[config.mk]
export PLATFORM = sky130hd
export DESIGN_NAME = fixed_bus_streamer
export DESIGN_NICKNAME = d
export VERILOG_FILES = /design/src/rtl/fixed_bus_pkg.sv /design/src/rtl/fixed_bus_streamer_lane_tail_mask.sv /design/src/rtl/fixed_bus_streamer.sv
export SDC_FILE = /design/constraint.sdc
export NUM_CORES = 1
export LEC_CHECK = 0
export ABC_AREA = 1
export BUFFER_PORTS_ARGS = -buffer_cell sky130_fd_sc_hd__buf_2
export CORE_MARGIN = 5
export CORE_UTILIZATION = 46
export CTS_CLUSTER_SIZE = 12
export DETAILED_ROUTE_END_ITERATION = 7
export PLACE_DENSITY = 0.78
export SYNTH_ARGS = -nofsm -noshare
export SYNTH_HDL_FRONTEND = slang
export SYNTH_SLANG_ARGS = --single-unit
[constraint.sdc]
create_clock -name clk -period 2.5 [get_ports clk]
set_input_delay 0.25 -clock clk [delete_from_list [all_inputs] [get_ports clk]]
set_output_delay 0.25 -clock clk [all_outputs]
set_load 0.005 [all_outputs]
[src/rtl/fixed_bus_pkg.sv]
// Shared types and helpers for the fixed-point lane bus streamer.
// Bus geometry, FSM state encoding and small index/size functions.
package fixed_bus_pkg;

    localparam int BUS_NUM          = 8;
    localparam int BUS_NUM_WIDTH    = 3;
    localparam int FIXED_DATA_WIDTH = 8;
    localparam int DATA_NUM_WIDTH   = 10;
    localparam int MEM_WIDTH        = BUS_NUM * FIXED_DATA_WIDTH;
    localparam int MEM_DEPTH        = 512;
    localparam int MEM_ADDR_WIDTH   = 9;
    localparam int WORDS_WIDTH      = DATA_NUM_WIDTH - BUS_NUM_WIDTH + 1;

    typedef enum logic [1:0] {
        IDLE,
        READ,
        DRAIN,
        DONE
    } state_e;

    function automatic int ceil_div(input int n, input int d);
        return (n + d - 1) / d;
    endfunction

    function automatic int lane_lo(input int lane);
        return lane * FIXED_DATA_WIDTH;
    endfunction

endpackage

[src/rtl/fixed_bus_streamer_lane_tail_mask.sv]
// Per-lane valid mask for the final, possibly partial, bus beat.
// Lanes at or above the tail count are cleared only on the last beat.
import fixed_bus_pkg::*;

module lane_tail_mask (
    input  logic [BUS_NUM_WIDTH-1:0] tail_i,
    input  logic                     last_i,
    output logic [BUS_NUM-1:0]       mask_o
);

    always_comb begin
        mask_o = '1;
        for (int i = 0; i < BUS_NUM; i++) begin
            mask_o[i] = !last_i
                      || (tail_i == '0)
                      || (BUS_NUM_WIDTH'(i) < tail_i);
        end
    end

endmodule

[src/rtl/fixed_bus_streamer.sv]
// Streams an SRAM-resident element vector onto the fixed-point lane bus.
// FSM issues reads; a one-stage register drives the bus with tail masking.
import fixed_bus_pkg::*;

module fixed_bus_streamer (
    input  logic                      clk,
    input  logic                      rst_n,
    input  logic                      start,
    input  logic [MEM_ADDR_WIDTH-1:0] base_addr,
    input  logic [DATA_NUM_WIDTH-1:0] data_num,
    output logic                      busy,
    output logic                      done,
    output logic                      mem_ren,
    output logic [MEM_ADDR_WIDTH-1:0] mem_raddr,
    input  logic [MEM_WIDTH-1:0]      mem_rdata,
    output logic [MEM_WIDTH-1:0]      out_fixed_data,
    output logic [BUS_NUM-1:0]        out_fixed_data_vld
);

    state_e                    state_q, state_d;
    logic [MEM_ADDR_WIDTH-1:0] addr_q, addr_d;
    logic [WORDS_WIDTH-1:0]    rd_cnt_q, rd_cnt_d;
    logic [BUS_NUM_WIDTH-1:0]  tail_q, tail_d;
    logic [WORDS_WIDTH-1:0]    cap_words;
    logic                      rd_last;

    logic                      ren_d1_q;
    logic                      last_d1_q;
    logic                      out_last_q;
    logic [MEM_WIDTH-1:0]      out_data_q, out_data_d;
    logic [BUS_NUM-1:0]        out_vld_q, out_vld_d;
    logic [BUS_NUM-1:0]        mask;

    assign cap_words = WORDS_WIDTH'(ceil_div(int'(data_num), BUS_NUM));

    always_comb begin
        state_d  = state_q;
        addr_d   = addr_q;
        rd_cnt_d = rd_cnt_q;
        tail_d   = tail_q;
        rd_last  = 1'b0;
        unique case (state_q)
            IDLE: begin
                if (start) begin
                    addr_d   = base_addr;
                    rd_cnt_d = cap_words;
                    tail_d   = data_num[BUS_NUM_WIDTH-1:0];
                    state_d  = (cap_words == '0) ? DONE : READ;
                end
            end
            READ: begin
                rd_last  = (rd_cnt_q == WORDS_WIDTH'(1));
                rd_cnt_d = rd_cnt_q - 1'b1;
                if (rd_last) begin
                    state_d = DRAIN;
                end else if (addr_q == MEM_ADDR_WIDTH'(MEM_DEPTH - 1)) begin
                    addr_d = '0;
                end else begin
                    addr_d = addr_q + 1'b1;
                end
            end
            // The output register holds the last beat this cycle.
            DRAIN: begin
                if (out_last_q) begin
                    state_d = DONE;
                end
            end
            DONE: begin
                state_d = IDLE;
            end
            default: begin
                state_d = IDLE;
            end
        endcase
    end

    lane_tail_mask u_mask (
        .tail_i (tail_q),
        .last_i (last_d1_q),
        .mask_o (mask)
    );

    assign out_vld_d = ren_d1_q ? mask : '0;

    for (genvar i = 0; i < BUS_NUM; i++) begin : g_lane
        assign out_data_d[lane_lo(i) +: FIXED_DATA_WIDTH] =
            out_vld_d[i] ? mem_rdata[lane_lo(i) +: FIXED_DATA_WIDTH]
                         : '0;
    end

    always_ff @(posedge clk) begin
        if (!rst_n) begin
            state_q    <= IDLE;
            addr_q     <= '0;
            rd_cnt_q   <= '0;
            tail_q     <= '0;
            ren_d1_q   <= 1'b0;
            last_d1_q  <= 1'b0;
            out_last_q <= 1'b0;
            out_data_q <= '0;
            out_vld_q  <= '0;
        end else begin
            state_q    <= state_d;
            addr_q     <= addr_d;
            rd_cnt_q   <= rd_cnt_d;
            tail_q     <= tail_d;
            ren_d1_q   <= (state_q == READ);
            last_d1_q  <= rd_last;
            out_last_q <= ren_d1_q && last_d1_q;
            out_data_q <= out_data_d;
            out_vld_q  <= out_vld_d;
        end
    end

    assign busy               = (state_q != IDLE);
    assign done               = (state_q == DONE);
    assign mem_ren            = (state_q == READ);
    assign mem_raddr          = addr_q;
    assign out_fixed_data     = out_data_q;
    assign out_fixed_data_vld = out_vld_q;

endmodule

==> metrics.txt, run 1 <==
RSZ-0062 raised after global routing=no; Mapped Cells=465; most used cell, CP=nor2_1; Final Cycle Share=79.4%; ant diodes=0; routability cong.=about 0.9; FF+latch area=roughly 2000 um2; Distinct cells, synth=29; height of the die=98.9 um; final wirelength=9.44 mm; CP startpoint=mem_raddr[0]; fraction of registers with async set/reset=0%; Fillers=683; Avg Inst Size Synth=~7.8 um2; worst skew pair latency=0.35 ns; area occupied by multi-input gates=1290 um2; 1st-iter DRT viols=136; Hold WC Path Type=in2reg; CP bufs+invs=1; EDFF count, synth=0; pre-CTS WS=around 0.54 ns; hpwl dp=about 7.6 mm; combinational power share=between 30% and 40%; CP Depth=13; vias after detailed routing=around 3400; I/O Buffers=between 150 and 200; top-count cell post-synth=dfxtp_1; CP Capture Type=flip-flop; CTS tree=built; setup TNS=0 ns; share of cells above drive strength 1=31.3%; critical path arrival=between 2 and 2.5 ns; Synth Register Bits=97; Worst EP required=about 2.8 ns; Resized Gates After CTS=0; Hold Vio Cnt, Final=0; critical-path cell with the highest stage delay=dfxtp_1; nets@finish=around 740; leak pwr=2.77 nW; Ports=170; worst slew pin tran=0.456 ns; most frequent cells after synthesis=97 x dfxtp_1, 95 x nor2_1, 92 x inv_1, 67 x nand2_1, 22 x o21ai_0; sequential cell area fraction in the yosys report=between 50% and 60%; main area contributors after synthesis=dfxtp_1 53%, nor2_1 9.8%, inv_1 9.5%; clk buf depth=2; post-route setup slack=0.514 ns; clock root cell=clkbuf_8; r2r setup slk=about 0.5 ns; GRT overflow=0; CTS Buf Count=9; core footprint=7730 um2; initial antenna violation count=0; syn_nets=560; WHS Path Cells=3; Sink Count=97; Global Route Usage Sum=19.0%; clock skew=around 0.011 ns; die area=9780 um2; DRT Pass-1 Iters=5; row count=32; critical path class=reg2reg; Area Growth Syn to Fin=31.6%; Startpoint Class=flip-flop; Critical Path Max Stage Delay=0.36 ns; Reg2Reg Depth=13; P_sw=1.54 mW; post-layout min period=1.99 ns; Die W=98.9 um; first-pass GRT wire length=15.2 mm; Critical Path Sink=mem_raddr[2]; drt via density=4.59; DRC Markers=0; # setup viols final=0; Reg-to-Reg Start=mem_raddr[0]; fin. max-slew vios=0; vias in the first global route=approximately 3300; largest net degree at the start of global routing=26; clock share of power=between 20% and 30%; CP top delay family=simple AND/OR/NAND/NOR gates; Initial Util=47.0%; Seq pwr share=46.5%; post-route ant nets=0; pwr dens=881 nW/um2; Ys Warns=0; CTS Hold Bufs=0; status=complete, no violations; Int Power=2.68 mW; Peak supply drop=approximately 0.53 mV; switching part of the total=36.5%; crit-path max FO=7; Post-CTS Setup Inserts=0; Most used DFF post-synth=dfxtp_1; Clk pin slew, worst setup/hold paths=0.11 ns; worst hold start=mem_rdata[49]; CP Cell Sequence=ha_1 -> nand2_1 -> inv_1 -> nand3_1 -> nor2_1 -> nand2_1 -> nor2_1 -> ha_1 -> nor2_1 -> o21ai_0 -> nor2_1 -> a211oi_1 -> nor2_1; Max-cap violations=0; R2R Path End=mem_raddr[2]; Yosys top cell area share=53.4%; DR WL/cell=12.6 um; H-tree depth=3; Synth Cell Area=3630 um2; Max-slew headroom=a little over two thirds; max frequency=~500 MHz; Synth area leader=dfxtp_1
power groups by stage:
| stage | clock (mW) | combinational [mW] | sequential (mW) |
|---|---|---|---|
| finish | 0.952 | 1.30 | 1.96 |
| global route | 1.06 | 1.50 | 2.00 |
| detailed placement | 0 | 1.30 | 1.99 |
| CTS | 0.982 | 1.31 | 1.96 |
| floorplan | 0 | 0.850 | 1.98 |
| global placement | 0 | 1.27 | 1.98 |
how the worst min path moves through the flow:
stage | to
after CTS | out_fixed_data[49]
final | out_fixed_data[49]
after global routing | out_fixed_data[1]
after detailed placement | out_last_q
after floorplan | out_fixed_data[0]
after global placement | out_last_q
per-layer routing:
metal	up-vias	global-route usage (%)	routed length [um]
met5	-	0	0
met4	0	7.77	246
met3	20	4.39	739
met2	132	33.4	4670
met1	1520	22.2	3790
li1	1764	-	-
layout by cell type, fill, tap and decap left out, types with 6 or more instances in the layout:
| cell type | instances |
|---|---|
| o21ai_0 | 22 |
| nand3_1 | 14 |
| clkbuf_8 | 9 |
| buf_2 | 169 |
| inv_1 | 92 |
| a21oi_1 | 21 |
| nor3_1 | 6 |
| a21boi_0 | 8 |
| nor2_1 | 95 |
| ha_1 | 9 |
| dfxtp_1 | 97 |
| nand2_1 | 67 |
final cells by class:
cell class	count	area share, %
tap	102	2.67
multi-input combinational	264	27.0
clock inverter	7	1.31
inverter	96	7.54
clock buffer	9	2.59
timing repair buffer	173	18.3
sequential	97	40.6
cell families (layout without fill, tap and decap cells):
kind of cell             count (synthesis)  after routing  synth area share [%]
adder cells (fa/ha/maj)                  9              9                  3.10
AO/OA/AOI/OAI                           65             65                  11.4
flip-flops                              97             97                  53.4
multiplexers                             1              1                 0.275
AND/OR/NAND/NOR                        188            188                  20.5
buffers and inverters                  104            285                  11.1
XOR/XNOR                                 1              1                 0.241
registers in the layout, indices dropped and copies added (netlist names), 2 cells and up:
| name | count |
|---|---|
| out_fixed_data_vld | 8 |
| state_q | 2 |
| tail_q | 3 |
| rd_cnt_q | 8 |
| mem_raddr | 9 |
| out_fixed_data | 64 |
worst reg2reg max path, cell delays in order (launching register included):
cell      delay, ns
dfxtp_1        0.36
ha_1           0.22
nand2_1        0.08
inv_1          0.05
nand3_1        0.10
nor2_1         0.05
nand2_1        0.07
nor2_1         0.05
ha_1           0.19
nor2_1         0.34
o21ai_0        0.15
nor2_1         0.11
a211oi_1       0.05
nor2_1         0.11
stage by stage:
stage               utilization (%)  power, mW  hold slack (ns)  std cells  cell area [um2]
floorplan                         -       2.83            0.362        465             3630
CTS                            61.9       4.25           0.0824        748             4780
global placement               59.5       3.25            0.447        732             4600
finish                         61.9       4.22           0.0932        748             4780
detailed placement             59.5       3.29            0.465        732             4600
global route                   61.9       4.55           0.0777        748             4780
(Power assumes the default switching activity.)
==> run 2: changes to the inputs <==
--- a/config.mk
+++ b/config.mk
@@ -8,10 +8,10 @@
 export ABC_AREA = 1
 export BUFFER_PORTS_ARGS = -buffer_cell sky130_fd_sc_hd__buf_2
 export CORE_MARGIN = 5
-export CORE_UTILIZATION = 46
+export CORE_UTILIZATION = 42
 export CTS_CLUSTER_SIZE = 12
 export DETAILED_ROUTE_END_ITERATION = 7
-export PLACE_DENSITY = 0.78
+export PLACE_DENSITY = 0.75
 export SYNTH_ARGS = -nofsm -noshare
 export SYNTH_HDL_FRONTEND = slang
 export SYNTH_SLANG_ARGS = --single-unit
==> constraint.sdc (replaced) <==
create_clock -name clk -period 1.8 [get_ports clk]
set_input_delay 0.18 -clock clk [delete_from_list [all_inputs] [get_ports clk]]
set_output_delay 0.18 -clock clk [all_outputs]
set_load 0.005 [all_outputs]
==> run 2 against run 1 <==
Global-route usage decreased by 2.2 points. Final area increased by 2.6%. Sequential share of layout area decreased by 0.98 points. Largest cell class unchanged. Critical endpoint unchanged. Largest power group unchanged. Critical path type unchanged. Cell count increased by 2.0%.
==> metrics.txt, run 2 (synthesis results as in run 1) <==
nets@finish=745; Startpoint Class=flip-flop; GRT overflow=0; share of cells above drive strength 1=33.9%; DR WL/cell=12.4 um; DRT Pass-1 Iters=4; routability cong.=roughly 0.90; ant diodes=0; r2r setup slk=0.11 ns; first-pass GRT wire length=14.3 mm; Peak supply drop=roughly 0.69 mV; Hold Vio Cnt, Final=0; final wirelength=9.46 mm; Global Route Usage Sum=between 15 and 20%; vias after detailed routing=3426; height of the die=around 100 um; post-route ant nets=0; CTS Buf Count=9; core footprint=8590 um2; critical path arrival=between 1.5 and 2 ns; post-layout min period=1.69 ns; Final Cycle Share=94.0%; Largest register FFs=64; die area=roughly 11000 um2; leading cell type in the layout, fill and taps excluded=buf_2; clock root cell=clkbuf_8; CP startpoint=mem_raddr[1]; max frequency=591 MHz; crit-path max FO=7; most frequent cells in the layout=169 x buf_2, 95 x dfxtp_1, 93 x nor2_1, 90 x inv_1, 66 x nand2_1; CTS tree=built; drt via density=4.49; initial antenna violation count=1; fin. max-slew vios=0; vias in the first global route=3234; Max-slew headroom=70.3%; I/O Buffers=169; H-tree depth=3; critical path class=reg2reg; row count=34; Sink Count=97; Clk pin slew, worst setup/hold paths=approximately 0.1 ns; Total Power=6.07 mW; Reg2Reg Depth=13; Post-Route Hold Slack=0.0294 ns; Critical Path Sink=mem_raddr[2]; worst hold start=mem_rdata[15]; Area Growth Syn to Fin=35.1%; met3 usage in global routing=4.94%; clk buf depth=2; post-route setup slack=0.108 ns; Reg-to-Reg Start=mem_raddr[1]; dpl cells=745; 1st-iter DRT viols=approximately 110; Ports=170; Max-cap violations=0; status=complete, no violations; R2R Path End=mem_raddr[2]; Worst EP required=2.05 ns; grt met1 use=20.1%; worst skew pair latency=around 0.35 ns; Final Non-Filler Cells=763; # setup viols final=0; GR Util met2=28.8%; clock skew=0.00793 ns; CP Capture Type=flip-flop; Fillers=825; largest net degree at the start of global routing=19; pwr dens=1240 nW/um2; pre-CTS WS=-0.113 ns; leak pwr=2.81 nW; setup TNS=0 ns; DRC Markers=0; Initial Util=between 40% and 50%; hpwl dp=between 7 and 8 mm; Hold WC Path Type=in2reg; busiest grt layer=met2; worst slew pin tran=0.444 ns; Die W=103 um
run 2: layer usage:
metal	up-vias	part of all wire [%]
li1	1780	-
met4	2	1.7
met5	-	0.14
met1	1492	40
met3	19	10
met2	133	48
run 2: area by class of cell:
cell class / count / area, um2 / area share [%]
Clock inverter: 7 / 58.8 / 1.20
Sequential cell: 97 / 1940 / 39.6
Multi-Input combinational cell: 264 / 1330 / 27.0
Inverter: 96 / 363 / 7.39
Clock buffer: 9 / 124 / 2.52
Tap cell: 108 / 135 / 2.75
Timing Repair Buffer: 182 / 956 / 19.5
run 2: worst min path at each step:
stage                              end  slack (ns)  cells past startpoint
finish              out_fixed_data[15]        0.03                      3
floorplan            out_fixed_data[0]        0.29                      2
global placement    out_fixed_data[31]        0.39                      3
detailed placement  out_fixed_data[37]        0.40                      3
global route        out_fixed_data[43]       0.004                      3
CTS                  out_fixed_data[3]       0.007                      3
run 2: metrics by stage:
step | instance area, um2 | utilization (%)
2_1_floorplan | 3630 | -
3_3_place_gp | 4660 | 54.2
3_5_place_dp | 4660 | 54.2
4_1_cts | 4840 | 56.4
5_1_grt | 4910 | 57.1
6_report | 4910 | 57.1
run 2: report_power, final:
group	switching (mW)	internal [mW]	leakage (nW)
clock network	0.795	0.528	0.0925
logic	1.17	0.840	1.93
registers	0.252	2.48	0.790
total	2.22	3.85	2.81
run 2: worst max-delay path: stages (launching register included):
cell and delay, ns:
dfxtp_2 0.37, ha_4 0.14, nand2_2 0.06, inv_2 0.06
nand3_1 0.07, nor2_1 0.11, nand2_1 0.07, nor2_1 0.11
ha_2 0.21, nor2_4 0.06, o21ai_1 0.08, nor2_1 0.06
a211oi_2 0.14, nor2_1 0.05
run 2: what timing repair did:
action / in CTS / in global routing
pin swaps: 0 / 5
endpoints found under the setup margin: 9 / 11
hold buffers: 0 / 0
buffers inserted: 0 / 2
gates resized for setup: 2 / 15
